==> config.mk <==
export PLATFORM = sky130hd
export DESIGN_NAME = scr1_tcm_port_ctrl
export DESIGN_NICKNAME = d
export VERILOG_FILES = /design/src/rtl/scr1_memif_pkg.sv /design/src/rtl/scr1_tcm_dmem_align.sv /design/src/rtl/scr1_tcm_port_ctrl.sv
export SDC_FILE = /design/constraint.sdc
export NUM_CORES = 1
export LEC_CHECK = 0
export CAP_MARGIN = 20
export CORE_MARGIN = 10
export CORE_UTILIZATION = 33
export DETAILED_ROUTE_END_ITERATION = 10
export GPL_TIMING_DRIVEN = 0
export PLACE_DENSITY = 0.76
export SLEW_MARGIN = 20
export SYNTH_ARGS = -nofsm -noshare
export SYNTH_HDL_FRONTEND = slang
export SYNTH_HIERARCHICAL = 1
export SYNTH_SLANG_ARGS = --single-unit
export TNS_END_PERCENT = 50
==> constraint.sdc <==
create_clock -name clk -period 1.6 [get_ports clk]
set_input_delay 0.32 -clock clk [delete_from_list [all_inputs] [get_ports clk]]
set_output_delay 0.32 -clock clk [all_outputs]
set_load 0.02 [all_outputs]
==> src/rtl/scr1_memif_pkg.sv <==
// Shared memory-interface types plus TCM byte-lane helpers used by the
// TCM port controller and its alignment datapath.
package scr1_memif_pkg;

    typedef enum logic {
        SCR1_MEM_CMD_RD = 1'b0,
        SCR1_MEM_CMD_WR = 1'b1
    } type_scr1_mem_cmd_e;

    typedef enum logic [1:0] {
        SCR1_MEM_WIDTH_BYTE  = 2'b00,
        SCR1_MEM_WIDTH_HWORD = 2'b01,
        SCR1_MEM_WIDTH_WORD  = 2'b10,
        SCR1_MEM_WIDTH_ERROR = 2'b11
    } type_scr1_mem_width_e;

    typedef enum logic [1:0] {
        SCR1_MEM_RESP_NOTRDY = 2'b00,
        SCR1_MEM_RESP_RDY_OK = 2'b01,
        SCR1_MEM_RESP_RDY_ER = 2'b10
    } type_scr1_mem_resp_e;

    localparam int unsigned SCR1_TCM_LANES = 4;

    // Byte write mask for an access of the given width at byte offset off
    function automatic logic [SCR1_TCM_LANES-1:0] scr1_tcm_be(
        input type_scr1_mem_width_e width,
        input logic [1:0]           off
    );
        logic [SCR1_TCM_LANES-1:0] be;
        be = '0;
        case (width)
            SCR1_MEM_WIDTH_BYTE:  be = 4'(4'b0001 << off);
            SCR1_MEM_WIDTH_HWORD: be = 4'(4'b0011 << off);
            SCR1_MEM_WIDTH_WORD:  be = 4'b1111;
            default:              be = '0;
        endcase
        return be;
    endfunction

    // Unsupported width encodings are reported the same way as misalignment
    function automatic logic scr1_tcm_misaligned(
        input type_scr1_mem_width_e width,
        input logic [1:0]           off
    );
        logic mis;
        mis = 1'b0;
        case (width)
            SCR1_MEM_WIDTH_BYTE:  mis = 1'b0;
            SCR1_MEM_WIDTH_HWORD: mis = off[0];
            SCR1_MEM_WIDTH_WORD:  mis = |off;
            default:              mis = 1'b1;
        endcase
        return mis;
    endfunction

endpackage : scr1_memif_pkg

==> src/rtl/scr1_tcm_dmem_align.sv <==
// Combinational DMEM lane logic: store byte enables, store data replication
// and right-alignment of load data returned by the array.
module scr1_tcm_dmem_align
    import scr1_memif_pkg::*;
(
    input  logic [1:0]  width,
    input  logic [1:0]  off,
    input  logic [31:0] wdata,
    input  logic [1:0]  rd_width,
    input  logic [1:0]  rd_off,
    input  logic [31:0] qb,
    output logic [3:0]  be_c,
    output logic [31:0] wdata_c,
    output logic [31:0] rdata_c
);

    type_scr1_mem_width_e wr_w;
    type_scr1_mem_width_e rd_w;
    logic [31:0]          qb_shift;

    assign wr_w     = type_scr1_mem_width_e'(width);
    assign rd_w     = type_scr1_mem_width_e'(rd_width);
    assign be_c     = scr1_tcm_be(wr_w, off);
    assign qb_shift = qb >> {rd_off, 3'b000};

    // Replicate narrow stores across all lanes; the mask selects the live one
    always_comb begin
        wdata_c = wdata;
        case (wr_w)
            SCR1_MEM_WIDTH_BYTE:  wdata_c = {4{wdata[7:0]}};
            SCR1_MEM_WIDTH_HWORD: wdata_c = {2{wdata[15:0]}};
            default:              wdata_c = wdata;
        endcase
    end

    // Zero-extended; the core applies sign extension itself
    always_comb begin
        rdata_c = qb_shift;
        case (rd_w)
            SCR1_MEM_WIDTH_BYTE:  rdata_c = {24'h0, qb_shift[7:0]};
            SCR1_MEM_WIDTH_HWORD: rdata_c = {16'h0, qb_shift[15:0]};
            default:              rdata_c = qb_shift;
        endcase
    end

endmodule : scr1_tcm_dmem_align

==> src/rtl/scr1_tcm_port_ctrl.sv <==
// Core-side TCM controller: IMEM fetches on array port A, DMEM loads/stores on
// port B, single-cycle response latency, no backpressure.
module scr1_tcm_port_ctrl
    import scr1_memif_pkg::*;
#(
    parameter int unsigned SCR1_SIZE  = 32'h00010000,
    parameter int unsigned SCR1_WIDTH = 32
) (
    input  logic                  clk,
    input  logic                  rst_n,
    output logic                  imem_req_ack,
    input  logic                  imem_req,
    input  logic [31:0]           imem_addr,
    output logic [SCR1_WIDTH-1:0] imem_rdata,
    output logic [1:0]            imem_resp,
    output logic                  dmem_req_ack,
    input  logic                  dmem_req,
    input  logic                  dmem_cmd,
    input  logic [1:0]            dmem_width,
    input  logic [31:0]           dmem_addr,
    input  logic [SCR1_WIDTH-1:0] dmem_wdata,
    output logic [SCR1_WIDTH-1:0] dmem_rdata,
    output logic [1:0]            dmem_resp,
    output logic                  rena,
    output logic [$clog2(SCR1_SIZE)-3:0] addra,
    input  logic [SCR1_WIDTH-1:0] qa,
    output logic                  renb,
    output logic                  wenb,
    output logic [3:0]            webb,
    output logic [$clog2(SCR1_SIZE)-3:0] addrb,
    output logic [SCR1_WIDTH-1:0] datab,
    input  logic [SCR1_WIDTH-1:0] qb
);

    localparam int unsigned AW = $clog2(SCR1_SIZE);

    logic                 req_ack_q;
    type_scr1_mem_resp_e  imem_resp_q;
    logic [31:0]          imem_rdata_q;
    type_scr1_mem_resp_e  dmem_resp_q;
    logic                 dmem_rd_q;
    logic [1:0]           dmem_off_q;
    logic [1:0]           dmem_width_q;
    logic [31:0]          dmem_rdata_q;

    logic                 imem_acc;
    logic                 imem_mis;
    logic                 dmem_acc;
    logic                 dmem_mis;
    logic                 dmem_wr;
    logic [3:0]           be;
    logic [31:0]          wdata_rep;
    logic [31:0]          rdata_align;
    logic                 unused_addr;

    assign unused_addr = ^{imem_addr[31:AW], dmem_addr[31:AW]};

    assign imem_req_ack = req_ack_q;
    assign dmem_req_ack = req_ack_q;
    assign imem_resp    = imem_resp_q;
    assign dmem_resp    = dmem_resp_q;

    // Request side: array controls are driven straight from the accepted request
    assign imem_acc = imem_req & req_ack_q;
    assign imem_mis = |imem_addr[1:0];
    assign rena     = imem_acc & ~imem_mis;
    assign addra    = imem_addr[AW-1:2];

    assign dmem_acc = dmem_req & req_ack_q;
    assign dmem_mis = scr1_tcm_misaligned(type_scr1_mem_width_e'(dmem_width), dmem_addr[1:0]);
    assign dmem_wr  = (dmem_cmd == 1'(SCR1_MEM_CMD_WR));
    assign wenb     = dmem_acc & ~dmem_mis & dmem_wr;
    assign renb     = dmem_acc & ~dmem_mis & ~dmem_wr;
    assign addrb    = dmem_addr[AW-1:2];
    assign webb     = wenb ? be : 4'h0;
    assign datab    = wenb ? wdata_rep : 32'h0;

    scr1_tcm_dmem_align i_align (
        .width    (dmem_width),
        .off      (dmem_addr[1:0]),
        .wdata    (dmem_wdata),
        .rd_width (dmem_width_q),
        .rd_off   (dmem_off_q),
        .qb       (qb),
        .be_c     (be),
        .wdata_c  (wdata_rep),
        .rdata_c  (rdata_align)
    );

    // Response side: array data passes through in the response cycle, else hold
    always_comb begin
        imem_rdata = imem_rdata_q;
        if (imem_resp_q == SCR1_MEM_RESP_RDY_OK) begin
            imem_rdata = qa;
        end else if (imem_resp_q == SCR1_MEM_RESP_RDY_ER) begin
            imem_rdata = 32'h0;
        end
    end

    always_comb begin
        dmem_rdata = dmem_rdata_q;
        if (dmem_rd_q) begin
            dmem_rdata = rdata_align;
        end else if (dmem_resp_q == SCR1_MEM_RESP_RDY_ER) begin
            dmem_rdata = 32'h0;
        end
    end

    always_ff @(posedge clk or negedge rst_n) begin
        if (!rst_n) begin
            req_ack_q    <= 1'b0;
            imem_resp_q  <= SCR1_MEM_RESP_NOTRDY;
            imem_rdata_q <= 32'h0;
            dmem_resp_q  <= SCR1_MEM_RESP_NOTRDY;
            dmem_rd_q    <= 1'b0;
            dmem_off_q   <= 2'b00;
            dmem_width_q <= 2'b00;
            dmem_rdata_q <= 32'h0;
        end else begin
            req_ack_q    <= 1'b1;
            imem_rdata_q <= imem_rdata;
            dmem_rdata_q <= dmem_rdata;
            if (!imem_acc) begin
                imem_resp_q <= SCR1_MEM_RESP_NOTRDY;
            end else if (imem_mis) begin
                imem_resp_q <= SCR1_MEM_RESP_RDY_ER;
            end else begin
                imem_resp_q <= SCR1_MEM_RESP_RDY_OK;
            end
            if (!dmem_acc) begin
                dmem_resp_q <= SCR1_MEM_RESP_NOTRDY;
            end else if (dmem_mis) begin
                dmem_resp_q <= SCR1_MEM_RESP_RDY_ER;
            end else begin
                dmem_resp_q <= SCR1_MEM_RESP_RDY_OK;
            end
            dmem_rd_q <= renb;
            if (renb) begin
                dmem_off_q   <= dmem_addr[1:0];
                dmem_width_q <= dmem_width;
            end
        end
    end

endmodule : scr1_tcm_port_ctrl

==> metrics.csv, run 1 <==
stage;metric;value;unit
run_status;status;finished, violations left;
run_status;failing checks;setup timing;
yosys;Async S/R FF share, synth;1.00;
timing;tightest hold margin;346;ps
timing;count of final max-slew check failures;0;
worst_setup_path;maximum fanout encountered on the critical timing path;6;
finish;fraction of the core area covered by cells at the end of the flow;0.654;
place;placed cells;840;
finish;share of post-route cells with drive strength above 1;0.576;
pwr;power density cells;811;nW/um2
drt;count of nets left with antenna violations after detail routing;0;
timing;Worst Max-Slew Pin Slew;526;ps
finish;Nets;902;
finish;Antenna Cells;0;
yosys;cell type contributing the most total cell area after synthesis;sky130_fd_sc_hd__dfrtp_1;
clock_network;Inserted Clock Buffers;9;
drt;per-cell routed wire length;21.3;um
floorplan;number of placement rows;43;
global_routing;number of global-route vias before repair;5171;
finish;number of filler instances in the final layout;1000;
worst_setup_path;CP Data Required Time;1280;ps
timing;final-report setup violation count;104;
worst_setup_path;beginning of the worst register-to-register path;dmem_off_q[1]$_DFFE_PN0P_;
clock_network;clock tree from TritonCTS;done;
global_routing;overall routing resource usage;0.193;
yosys;cell with the most instances after synthesis;sky130_fd_sc_hd__dfrtp_1;
worst_setup_path;critical path data arrival time;1870;ps
pwr;highest ir drop seen on vdd;0.490;mV
drt;routed vias;4657;
floorplan;starting density of the core;0.335;
yosys;Unique masters post-synth;29;
clock_network;clock root buffer master;sky130_fd_sc_hd__clkbuf_16;
yosys;proportion of netlist area held by the largest area contributor;0.400;
yosys;commonest cells in the synthesized netlist;sky130_fd_sc_hd__dfrtp_1 (74), sky130_fd_sc_hd__a22o_1 (64), sky130_fd_sc_hd__mux2_2 (53);
min_path;worst hold path class;input port to flop;
global_routing;total global routing overflow;0;
yosys;portion of the post-synthesis area used by sequential elements;0.400;
pwr;Static Leak;4.24;nW
yosys;synthesis-stage register bit count;74;
floorplan;Die Span X;138;um
global_routing;largest net degree at the start of global routing;49;
min_path;worst min-delay path startpoint;dmem_width[0];
clock_network;clock sink count;74;
clock_network;Max H-tree Level;3;
place;global placement routability congestion;0.898;
worst_setup_path;startpoint type of the worst setup path;flop;
finish;count of non-filler cells in the finished layout;919;
yosys;net count after synthesis;583;
floorplan;core area;13800;um2
place;Worst Setup Slack post-DPL;-1390;ps
yosys;ranking of synthesized cells by area;sky130_fd_sc_hd__dfrtp_1 (40%), sky130_fd_sc_hd__mux2_2 (13%), sky130_fd_sc_hd__a22o_1 (12%), sky130_fd_sc_hd__buf_4 (7.3%), sky130_fd_sc_hd__and2_1 (5.9%);
place;count of port buffers added during placement;243;
place;DP Wirelength;14.4;mm
yosys;most common flop cell mapped by yosys;sky130_fd_sc_hd__dfrtp_1;
floorplan;vertical die dimension;138;um
yosys;total standard cell area after synthesis;4630;um2
drt;DR vias/cell;5.07;
yosys;gate count of the mapped netlist;416;
floorplan;die footprint;19200;um2
worst_setup_path;longest individual stage delay on the worst path;530;ps
worst_setup_path;CP Class;flop to primary output;
timing;setup repair after global routing missed its margin;yes;
yosys;number of flops mapped to enable cells by yosys;0;
floorplan;I/O Pins;304;
timing;number of hold violations in the final report;0;
clock_network;Clock Pin Slew Worst Setup and Hold Paths;60;ps
worst_setup_path;launch point of the critical path;dmem_off_q[1]$_DFFE_PN0P_;
drt;number of DRC violations after detailed routing;0;
timing;final setup slack of the worst path;-585;ps
clock_network;Clock Path Buffers;2;
finish;synthesis-to-finish area growth;95.4;%
global_routing;wire length of the first global-routing pass;29.9;mm
timing;remaining max-slew budget at the tightest pin;0.649;
global_routing;antenna violations before repair;1;
timing;share of the clock period used by the worst path;1.37;
timing;post-route minimum period;2190;ps
worst_setup_path;endpoint kind of the worst setup timing path;primary output;
drt;violation count after the first detailed-routing iteration;234;
clock_network;later-pin clock latency in the skew report;330;ps
yosys;Post-Syn Area per Cell;11.1;um2
worst_setup_path;critical path's slowest cell;sky130_fd_sc_hd__mux4_2;
flow_run;MaxCap Viol Count;0;
drt;post-detailed-routing wire length;19.6;mm
worst_setup_path;chain of cells forming the critical path;buf_8 -> mux4_2 -> a22o_4 -> buf_6;
drt;length of the first detailed-routing pass in iterations;5;
yosys;Warnings, synthesis;6;
pwr;overall power consumption;7.34;mW
timing;Fin Clk Skew;6.05;ps
timing;fmax;458;MHz
power by group:
| part | switching (mW) | internal [mW] |
|---|---|---|
| registers | 0.114 | 2.07 |
| logic | 1.39 | 1.77 |
| clock network | 0.788 | 1.20 |
| total | 2.29 | 5.04 |
metrics by stage:
stage | instance area, um2 | TNS (ps)
finish | 9050 | -39650
global route | 9050 | -46120
CTS | 8570 | -42370
detailed placement | 7520 | -98890
global placement | 7500 | -263120
floorplan | 4840 | -586
timing repair:
| action | 4_1_cts | 5_1_grt |
|---|---|---|
| cloned | 5 | 3 |
| hold endpoints to repair | 26 | 0 |
| hold buffers | 1 | 0 |
| pin swaps | 62 | 23 |
| setup buffers | 37 | 22 |
| resized for setup | 710 | 83 |
| setup endpoints to repair | 123 | 106 |
per-layer routing:
| metal | routed length (um) | GRT usage | share of wire |
|---|---|---|---|
| met1 | 7320 | 0.211 | 0.37 |
| met2 | 9700 | 0.324 | 0.49 |
| met5 | 8 | 0 | 0.00041 |
| met3 | 1920 | 0.0760 | 0.098 |
| met4 | 664 | 0.0855 | 0.034 |
worst max-delay path, delay by kind of cell, from the launching register on:
family | cells | cell delay [ps]
muxes | 1 | 530
DFF | 1 | 440
buffers and inverters | 2 | 280
AOI/OAI and AO/OA | 1 | 270
final timing paths:
kind | end | slack, ps | cells after the start
min in group asynchronous | dmem_rdata_q[1]$_DFF_PN0_ | 450 | 2
min reg2reg | dmem_rdata_q[2]$_DFF_PN0_ | 500 | 1
min | dmem_width_q[0]$_DFFE_PN0P_ | 350 | 2
max reg2reg | dmem_rdata_q[8]$_DFF_PN0_ | -100 | 7
max | dmem_rdata[3] | -590 | 4
max in group asynchronous | dmem_req_ack$_DFF_PN0_ | 580 | 3
cells in the final DEF, fill, tap and decap left out, types with 5 or more instances in the layout:
master and instances:
sky130_fd_sc_hd__buf_4 90, sky130_fd_sc_hd__and2_4 40, sky130_fd_sc_hd__buf_12 9, sky130_fd_sc_hd__clkbuf_2 5, sky130_fd_sc_hd__clkdlybuf4s50_1 127, sky130_fd_sc_hd__buf_8 7
sky130_fd_sc_hd__mux4_2 8, sky130_fd_sc_hd__mux2_2 46, sky130_fd_sc_hd__nand2_1 11, sky130_fd_sc_hd__buf_2 8, sky130_fd_sc_hd__o21ai_0 10, sky130_fd_sc_hd__a211oi_2 14
sky130_fd_sc_hd__nand2b_1 10, sky130_fd_sc_hd__mux2i_1 13, sky130_fd_sc_hd__mux2_4 7, sky130_fd_sc_hd__mux2i_4 5, sky130_fd_sc_hd__dfrtp_1 70, sky130_fd_sc_hd__dlygate4sd2_1 7
sky130_fd_sc_hd__a22o_4 22, sky130_fd_sc_hd__buf_6 115, sky130_fd_sc_hd__nor2_1 11, sky130_fd_sc_hd__clkbuf_16 12, sky130_fd_sc_hd__a22o_1 41
sequential cells by signal, summed over array words and instances, names as in the netlist:
name / cells
dmem_off_q: 2
dmem_rd_q: 1
dmem_rdata_q: 32
dmem_req_ack: 1
dmem_resp: 2
dmem_width_q: 2
imem_rdata_q: 32
imem_resp: 2
area by class of cell:
type | instances | area [um2] | share of cell area
clock buffers | 9 | 225 | 0.0249
plain buffers | 69 | 659 | 0.0729
well taps | 180 | 225 | 0.0249
clock inverters | 6 | 67.6 | 0.00747
inverters | 3 | 11.3 | 0.00124
flip-flops and latches | 74 | 1860 | 0.205
repair buffers | 310 | 3190 | 0.353
multi-input cells | 268 | 2810 | 0.311
cell families after synthesis:
kind of cell / synth area share
AOI/OAI and AO/OA: 0.170
and+or+nand+nor: 0.116
muxes: 0.207
DFF: 0.400
buffers and inverters: 0.107
other: 0.000810
(Power assumes the default switching activity.)
==> inputs of run 2 (changes only) <==
Settings changed: MAX_ROUTING_LAYER set to met4.
==> metrics.csv, run 2 (same netlist as run 1, synthesis figures left out) <==
stage;metric;value;unit;change
run_status;status;finished, violations left;;unchanged
run_status;failing checks;setup timing;;unchanged
clock_network;Inserted Clock Buffers;9;;unchanged
pwr;overall power consumption;7.33;mW;was 7.34 mW
place;placed inst area;7520;um2;unchanged
worst_setup_path;maximum fanout encountered on the critical timing path;6;;unchanged
finish;FF+latch area;1860;um2;unchanged
place;Worst Setup Slack post-DPL;-1390;ps;unchanged
worst_setup_path;CP Data Required Time;1280;ps;about the same
min_path;worst hold path class;input port to flop;;unchanged
pwr;Clock Power Share;0.272;;was 0.271
floorplan;I/O Pins;304;;unchanged
clock_network;Max H-tree Level;3;;unchanged
global_routing;antenna violations before repair;1;;unchanged
clock_network;later-pin clock latency in the skew report;330;ps;about the same
finish;fraction of the core area covered by cells at the end of the flow;0.655;;was 0.654
worst_setup_path;register-to-register setup slack;-100;ps;about the same
worst_setup_path;critical path's slowest cell;sky130_fd_sc_hd__mux4_2;;unchanged
global_routing;total global routing overflow;0;;unchanged
finish;Nets;902;;unchanged
place;global placement routability congestion;0.913;;was 0.898
global_routing;overall routing resource usage;0.199;;was 0.193
timing;fmax;458;MHz;about the same
drt;number of DRC violations after detailed routing;0;;unchanged
pwr;Sw Share;0.312;;was 0.313
floorplan;number of placement rows;43;;unchanged
clock_network;clock root buffer master;sky130_fd_sc_hd__clkbuf_16;;unchanged
finish;count of non-filler cells in the finished layout;920;;was 919
finish;share of post-route cells with drive strength above 1;0.576;;unchanged
pwr;highest ir drop seen on vdd;0.491;mV;was 0.490 mV
drt;routed vias;4664;;was 4657
pwr;part of the power in registers;0.297;;about the same
clock_network;clock tree from TritonCTS;done;;unchanged
pwr;sw power;2.29;mW;about the same
finish;number of filler instances in the final layout;1000;;unchanged
pwr;Static Leak;4.24;nW;about the same
timing;share of the clock period used by the worst path;1.36;;was 1.37
finish;Regs by FF count;dmem_rdata_q: 32 flops, imem_rdata_q: 32 flops;;unchanged
finish;most frequent standard cell in the layout excluding fill and tap cells;sky130_fd_sc_hd__clkdlybuf4s50_1;;unchanged
timing;remaining max-slew budget at the tightest pin;0.641;;was 0.649
timing;Worst Max-Slew Pin Slew;537;ps;was 526 ps
place;DP Wirelength;14.4;mm;unchanged
worst_setup_path;longest individual stage delay on the worst path;530;ps;about the same
clock_network;Clock Pin Slew Worst Setup and Hold Paths;60;ps;about the same
place;placed cells;840;;unchanged
global_routing;wire length of the first global-routing pass;29.8;mm;was 29.9 mm
pwr;power density cells;810;nW/um2;was 811 nW/um2
finish;area taken by multi-input logic gates;2810;um2;unchanged
pwr;internal power of the cells;5.04;mW;about the same
drt;per-cell routed wire length;21.3;um;about the same
worst_setup_path;chain of cells forming the critical path;buf_8 -> mux4_2 -> a22o_4 -> buf_6;;unchanged
floorplan;Die Span X;138;um;unchanged
timing;number of hold violations in the final report;0;;unchanged
worst_setup_path;CP Class;flop to primary output;;unchanged
floorplan;core area;13800;um2;unchanged
drt;violation count after the first detailed-routing iteration;217;;was 234
timing;final setup slack of the worst path;-583;ps;was -585 ps
timing;Fin Clk Skew;5.73;ps;was 6.05 ps
worst_setup_path;startpoint type of the worst setup path;flop;;unchanged
pwr;power share of the combinational group;0.431;;was 0.432
worst_setup_path;critical path data arrival time;1860;ps;was 1870 ps
flow_run;MaxCap Viol Count;0;;unchanged
finish;area of all placed cells without fillers;9050;um2;about the same
floorplan;starting density of the core;0.335;;unchanged
floorplan;die footprint;19200;um2;unchanged
drt;DR vias/cell;5.07;;about the same
worst_setup_path;endpoint kind of the worst setup timing path;primary output;;unchanged
place;count of port buffers added during placement;243;;unchanged
clock_network;Clock Path Buffers;2;;unchanged
drt;count of nets left with antenna violations after detail routing;0;;unchanged
timing;post-route minimum period;2180;ps;was 2190 ps
floorplan;vertical die dimension;138;um;unchanged
global_routing;largest net degree at the start of global routing;49;;unchanged
timing;count of final max-slew check failures;0;;unchanged
clock_network;clock sink count;74;;unchanged
drt;length of the first detailed-routing pass in iterations;4;;was 5
finish;most frequent cells in the layout;sky130_fd_sc_hd__clkdlybuf4s50_1 (127), sky130_fd_sc_hd__buf_6 (115), sky130_fd_sc_hd__buf_4 (90);;unchanged
drt;post-detailed-routing wire length;19.6;mm;about the same
timing;final-report setup violation count;104;;unchanged
global_routing;number of global-route vias before repair;5199;;was 5171
timing;setup repair after global routing missed its margin;yes;;unchanged
finish;synthesis-to-finish area growth;95.4;%;about the same
[run 2: cell count changes in the layout (fill, tap and decap cells not counted), sizes merged]
cell	change
diode	+1
[run 2: final cells by class]
class	count	share of cell area
Timing Repair Buffer	310	0.353
Multi-Input combinational cell	268	0.311
Sequential cell	74	0.205
Buffer	69	0.0729
Clock buffer	9	0.0249
Tap cell	180	0.0249
Clock inverter	6	0.00746
Inverter	3	0.00124
Antenna cell	1	0.000276
[run 2: power groups by stage]
stage | registers [mW] | clock network, mW | logic [mW]
final | 2.18 | 1.99 | 3.16
after global routing | 2.20 | 2.12 | 3.35
after CTS | 2.17 | 2.04 | 2.91
after detailed placement | 2.20 | 0 | 2.47
after global placement | 2.19 | 0 | 2.42
after floorplan | 2.17 | 0 | 1.43
[run 2: critical path, delay by kind of cell, from the launching register on]
| kind | cells | cell delay, ps |
|---|---|---|
| mux | 1 | 530 |
| flops | 1 | 440 |
| buf+inv | 2 | 280 |
| compound gates | 1 | 270 |
[run 2: what timing repair did]
item                                    CTS  global route
hold endpoints to repair                 26             0
gates resized for setup                 710            83
buffers inserted                         37            22
pin swaps                                62            23
hold buffers                              1             0
endpoints found under the setup margin  123           106
gates cloned                              5             3
[run 2: per-stage QoR]
step	setup TNS (ps)	hold WS (ps)
6_report	-39630	345
5_1_grt	-46150	358
4_1_cts	-42370	345
3_5_place_dp	-98890	262
3_3_place_gp	-263120	473
2_1_floorplan	-586	24.4
[run 2: metal layers]
layer  track usage  part of all wire  wire length, um  up-vias
met3        0.0610             0.080             1560       39
met5             -                 0                0        -
met4        0.0855             0.036              710        0
met2         0.324              0.49             9640      232
met1         0.220              0.39             7670     2268
li1              -                 -                -     2125
[run 2: path summary, 6_finish.rpt]
kind	from	to	cells after the start
max in group asynchronous	rst_n	dmem_req_ack$_DFF_PN0_	3
min	dmem_width[0]	dmem_width_q[0]$_DFFE_PN0P_	2
min in group asynchronous	rst_n	dmem_rdata_q[1]$_DFF_PN0_	2
max reg2reg	dmem_off_q[1]$_DFFE_PN0P_	dmem_rdata_q[8]$_DFF_PN0_	7
max	dmem_off_q[1]$_DFFE_PN0P_	dmem_rdata[3]	4
min reg2reg	dmem_rdata_q[2]$_DFF_PN0_	dmem_rdata_q[2]$_DFF_PN0_	1
==> inputs of run 3 (changes only) <==
Settings changed: TNS_END_PERCENT 50 to 20.
==> metrics.csv, run 3 (same netlist as run 1, synthesis figures left out) <==
stage;metric;value;unit;change
run_status;status;finished, violations left;;unchanged
run_status;failing checks;setup timing;;unchanged
finish;share of post-route cells with drive strength above 1;0.515;;was 0.576
pwr;power share of the combinational group;0.389;;was 0.431
timing;number of hold violations in the final report;0;;unchanged
floorplan;number of placement rows;43;;unchanged
timing;remaining max-slew budget at the tightest pin;0.626;;was 0.641
pwr;Static Leak;3.97;nW;was 4.24 nW
floorplan;die footprint;19200;um2;unchanged
finish;Regs by FF count;dmem_rdata_q: 32 flops, imem_rdata_q: 32 flops;;unchanged
pwr;internal power of the cells;5.25;mW;was 5.04 mW
finish;most frequent cells in the layout;sky130_fd_sc_hd__clkdlybuf4s50_1 (127), sky130_fd_sc_hd__buf_6 (91), sky130_fd_sc_hd__buf_4 (83);;was sky130_fd_sc_hd__clkdlybuf4s50_1 (127), sky130_fd_sc_hd__buf_6 (115), sky130_fd_sc_hd__buf_4 (90)
clock_network;Clock Pin Slew Worst Setup and Hold Paths;60;ps;about the same
timing;post-route minimum period;2230;ps;was 2180 ps
floorplan;core area;13800;um2;unchanged
pwr;Clock Power Share;0.318;;was 0.272
place;count of port buffers added during placement;243;;unchanged
global_routing;total global routing overflow;0;;unchanged
clock_network;Max H-tree Level;3;;unchanged
floorplan;Die Span X;138;um;unchanged
timing;share of the clock period used by the worst path;1.39;;was 1.36
drt;length of the first detailed-routing pass in iterations;4;;unchanged
drt;DR vias/cell;5.00;;was 5.07
drt;number of DRC violations after detailed routing;0;;unchanged
floorplan;starting density of the core;0.335;;unchanged
drt;per-cell routed wire length;20.7;um;was 21.3 um
clock_network;Clock Path Buffers;2;;unchanged
worst_setup_path;CP Data Required Time;1280;ps;about the same
pwr;power density cells;878;nW/um2;was 810 nW/um2
global_routing;antenna violations before repair;1;;unchanged
place;placed inst area;7420;um2;was 7520 um2
drt;post-detailed-routing wire length;18.4;mm;was 19.6 mm
clock_network;clock sink count;74;;unchanged
worst_setup_path;endpoint kind of the worst setup timing path;primary output;;unchanged
floorplan;I/O Pins;304;;unchanged
worst_setup_path;startpoint type of the worst setup path;flop;;unchanged
global_routing;number of global-route vias before repair;4903;;was 5199
place;DP Wirelength;14.2;mm;was 14.4 mm
pwr;sw power;2.18;mW;was 2.29 mW
finish;most frequent standard cell in the layout excluding fill and tap cells;sky130_fd_sc_hd__clkdlybuf4s50_1;;unchanged
timing;setup repair after global routing missed its margin;yes;;unchanged
timing;Worst Max-Slew Pin Slew;560;ps;was 537 ps
timing;final setup slack of the worst path;-625;ps;was -583 ps
drt;count of nets left with antenna violations after detail routing;0;;unchanged
flow_run;MaxCap Viol Count;0;;unchanged
timing;Fin Clk Skew;6.32;ps;was 5.73 ps
finish;area of all placed cells without fillers;8460;um2;was 9050 um2
drt;violation count after the first detailed-routing iteration;163;;was 217
clock_network;later-pin clock latency in the skew report;330;ps;about the same
timing;fmax;449;MHz;was 458 MHz
worst_setup_path;maximum fanout encountered on the critical timing path;6;;unchanged
min_path;worst hold path class;input port to flop;;unchanged
timing;tightest hold margin;290;ps;was 345 ps
finish;synthesis-to-finish area growth;82.5;%;was 95.4%
worst_setup_path;CP Class;flop to primary output;;unchanged
global_routing;wire length of the first global-routing pass;27.8;mm;was 29.8 mm
clock_network;clock root buffer master;sky130_fd_sc_hd__clkbuf_16;;unchanged
drt;routed vias;4461;;was 4664
pwr;part of the power in registers;0.292;;was 0.297
place;global placement routability congestion;0.893;;was 0.913
pwr;Sw Share;0.294;;was 0.312
clock_network;Inserted Clock Buffers;9;;unchanged
pwr;highest ir drop seen on vdd;0.524;mV;was 0.491 mV
clock_network;clock tree from TritonCTS;done;;unchanged
worst_setup_path;critical path data arrival time;1910;ps;was 1860 ps
finish;Nets;874;;was 902
global_routing;largest net degree at the start of global routing;42;;was 49
timing;final-report setup violation count;104;;unchanged
timing;count of final max-slew check failures;0;;unchanged
pwr;overall power consumption;7.43;mW;was 7.33 mW
floorplan;vertical die dimension;138;um;unchanged
global_routing;overall routing resource usage;0.184;;was 0.199
-- run 3: timing repair --
item                                    4_1_cts  5_1_grt
setup buffers                                18       12
pin swaps                                    39       36
hold buffers                                  1        0
gates resized for setup                     646       93
endpoints found under the hold margin        39        0
endpoints found under the setup margin      118      104
gates cloned                                  4        1
-- run 3: area by class of cell --
cell class	instances	area, um2
Timing Repair Buffer	280	2750
Sequential cell	74	1860
Inverter	3	11.3
Clock buffer	12	256
Clock inverter	4	97.6
Antenna cell	1	2.50
Fill cell	1068	5370
Multi-Input combinational cell	268	2610
Tap cell	180	225
Buffer	71	644
-- run 3: power by group through the flow --
stage          registers [mW]  clock network [mW]  logic, mW
6_report                 2.17                2.37       2.89
5_1_grt                  2.20                2.51       3.04
4_1_cts                  2.17                2.41       2.62
3_5_place_dp             2.19                   0       2.44
3_3_place_gp             2.19                   0       2.39
2_1_floorplan            2.17                   0       1.40
-- run 3: critical path, cell delays in order, from the launching register on --
cell                      delay, ps
sky130_fd_sc_hd__dfrtp_2        460
sky130_fd_sc_hd__buf_8          150
sky130_fd_sc_hd__mux4_2         550
sky130_fd_sc_hd__a22o_4         280
sky130_fd_sc_hd__buf_6          130
-- run 3: path summary, 6_finish.rpt --
path,slack (ps),from,cells past startpoint,end
setup / recovery,-630,dmem_off_q[1]$_DFFE_PN0P_,4,dmem_rdata[4]
hold / removal,290,dmem_width[0],2,dmem_width_q[0]$_DFFE_PN0P_
setup reg to reg,-60,dmem_off_q[1]$_DFFE_PN0P_,4,dmem_rdata_q[3]$_DFF_PN0_
hold reg to reg,490,dmem_rdata_q[2]$_DFF_PN0_,1,dmem_rdata_q[2]$_DFF_PN0_
max in group asynchronous,500,rst_n,3,imem_rdata_q[10]$_DFF_PN0_
min in group asynchronous,510,rst_n,2,dmem_rdata_q[28]$_DFF_PN0_
-- run 3: routing by layer --
metal / share of wire / vias up / GRT usage
met1: 0.39 / 2176 / 0.201
met2: 0.51 / 195 / 0.308
li1: - / 2066 / -
met3: 0.076 / 24 / 0.0586
met5: 0 / - / -
met4: 0.021 / 0 / 0.0638
-- run 3: through the flow --
| step | TNS, ps | cells | util | setup WS (ps) |
|---|---|---|---|---|
| 6_report | -37700 | 893 | 0.612 | -625 |
| 5_1_grt | -45310 | 893 | 0.612 | -694 |
| 4_1_cts | -40240 | 879 | 0.585 | -660 |
| 3_5_place_dp | -97130 | 840 | 0.537 | -1310 |
| 3_3_place_gp | -265760 | 839 | 0.536 | -2600 |
| 2_1_floorplan | -1380 | 416 | - | -75.5 |
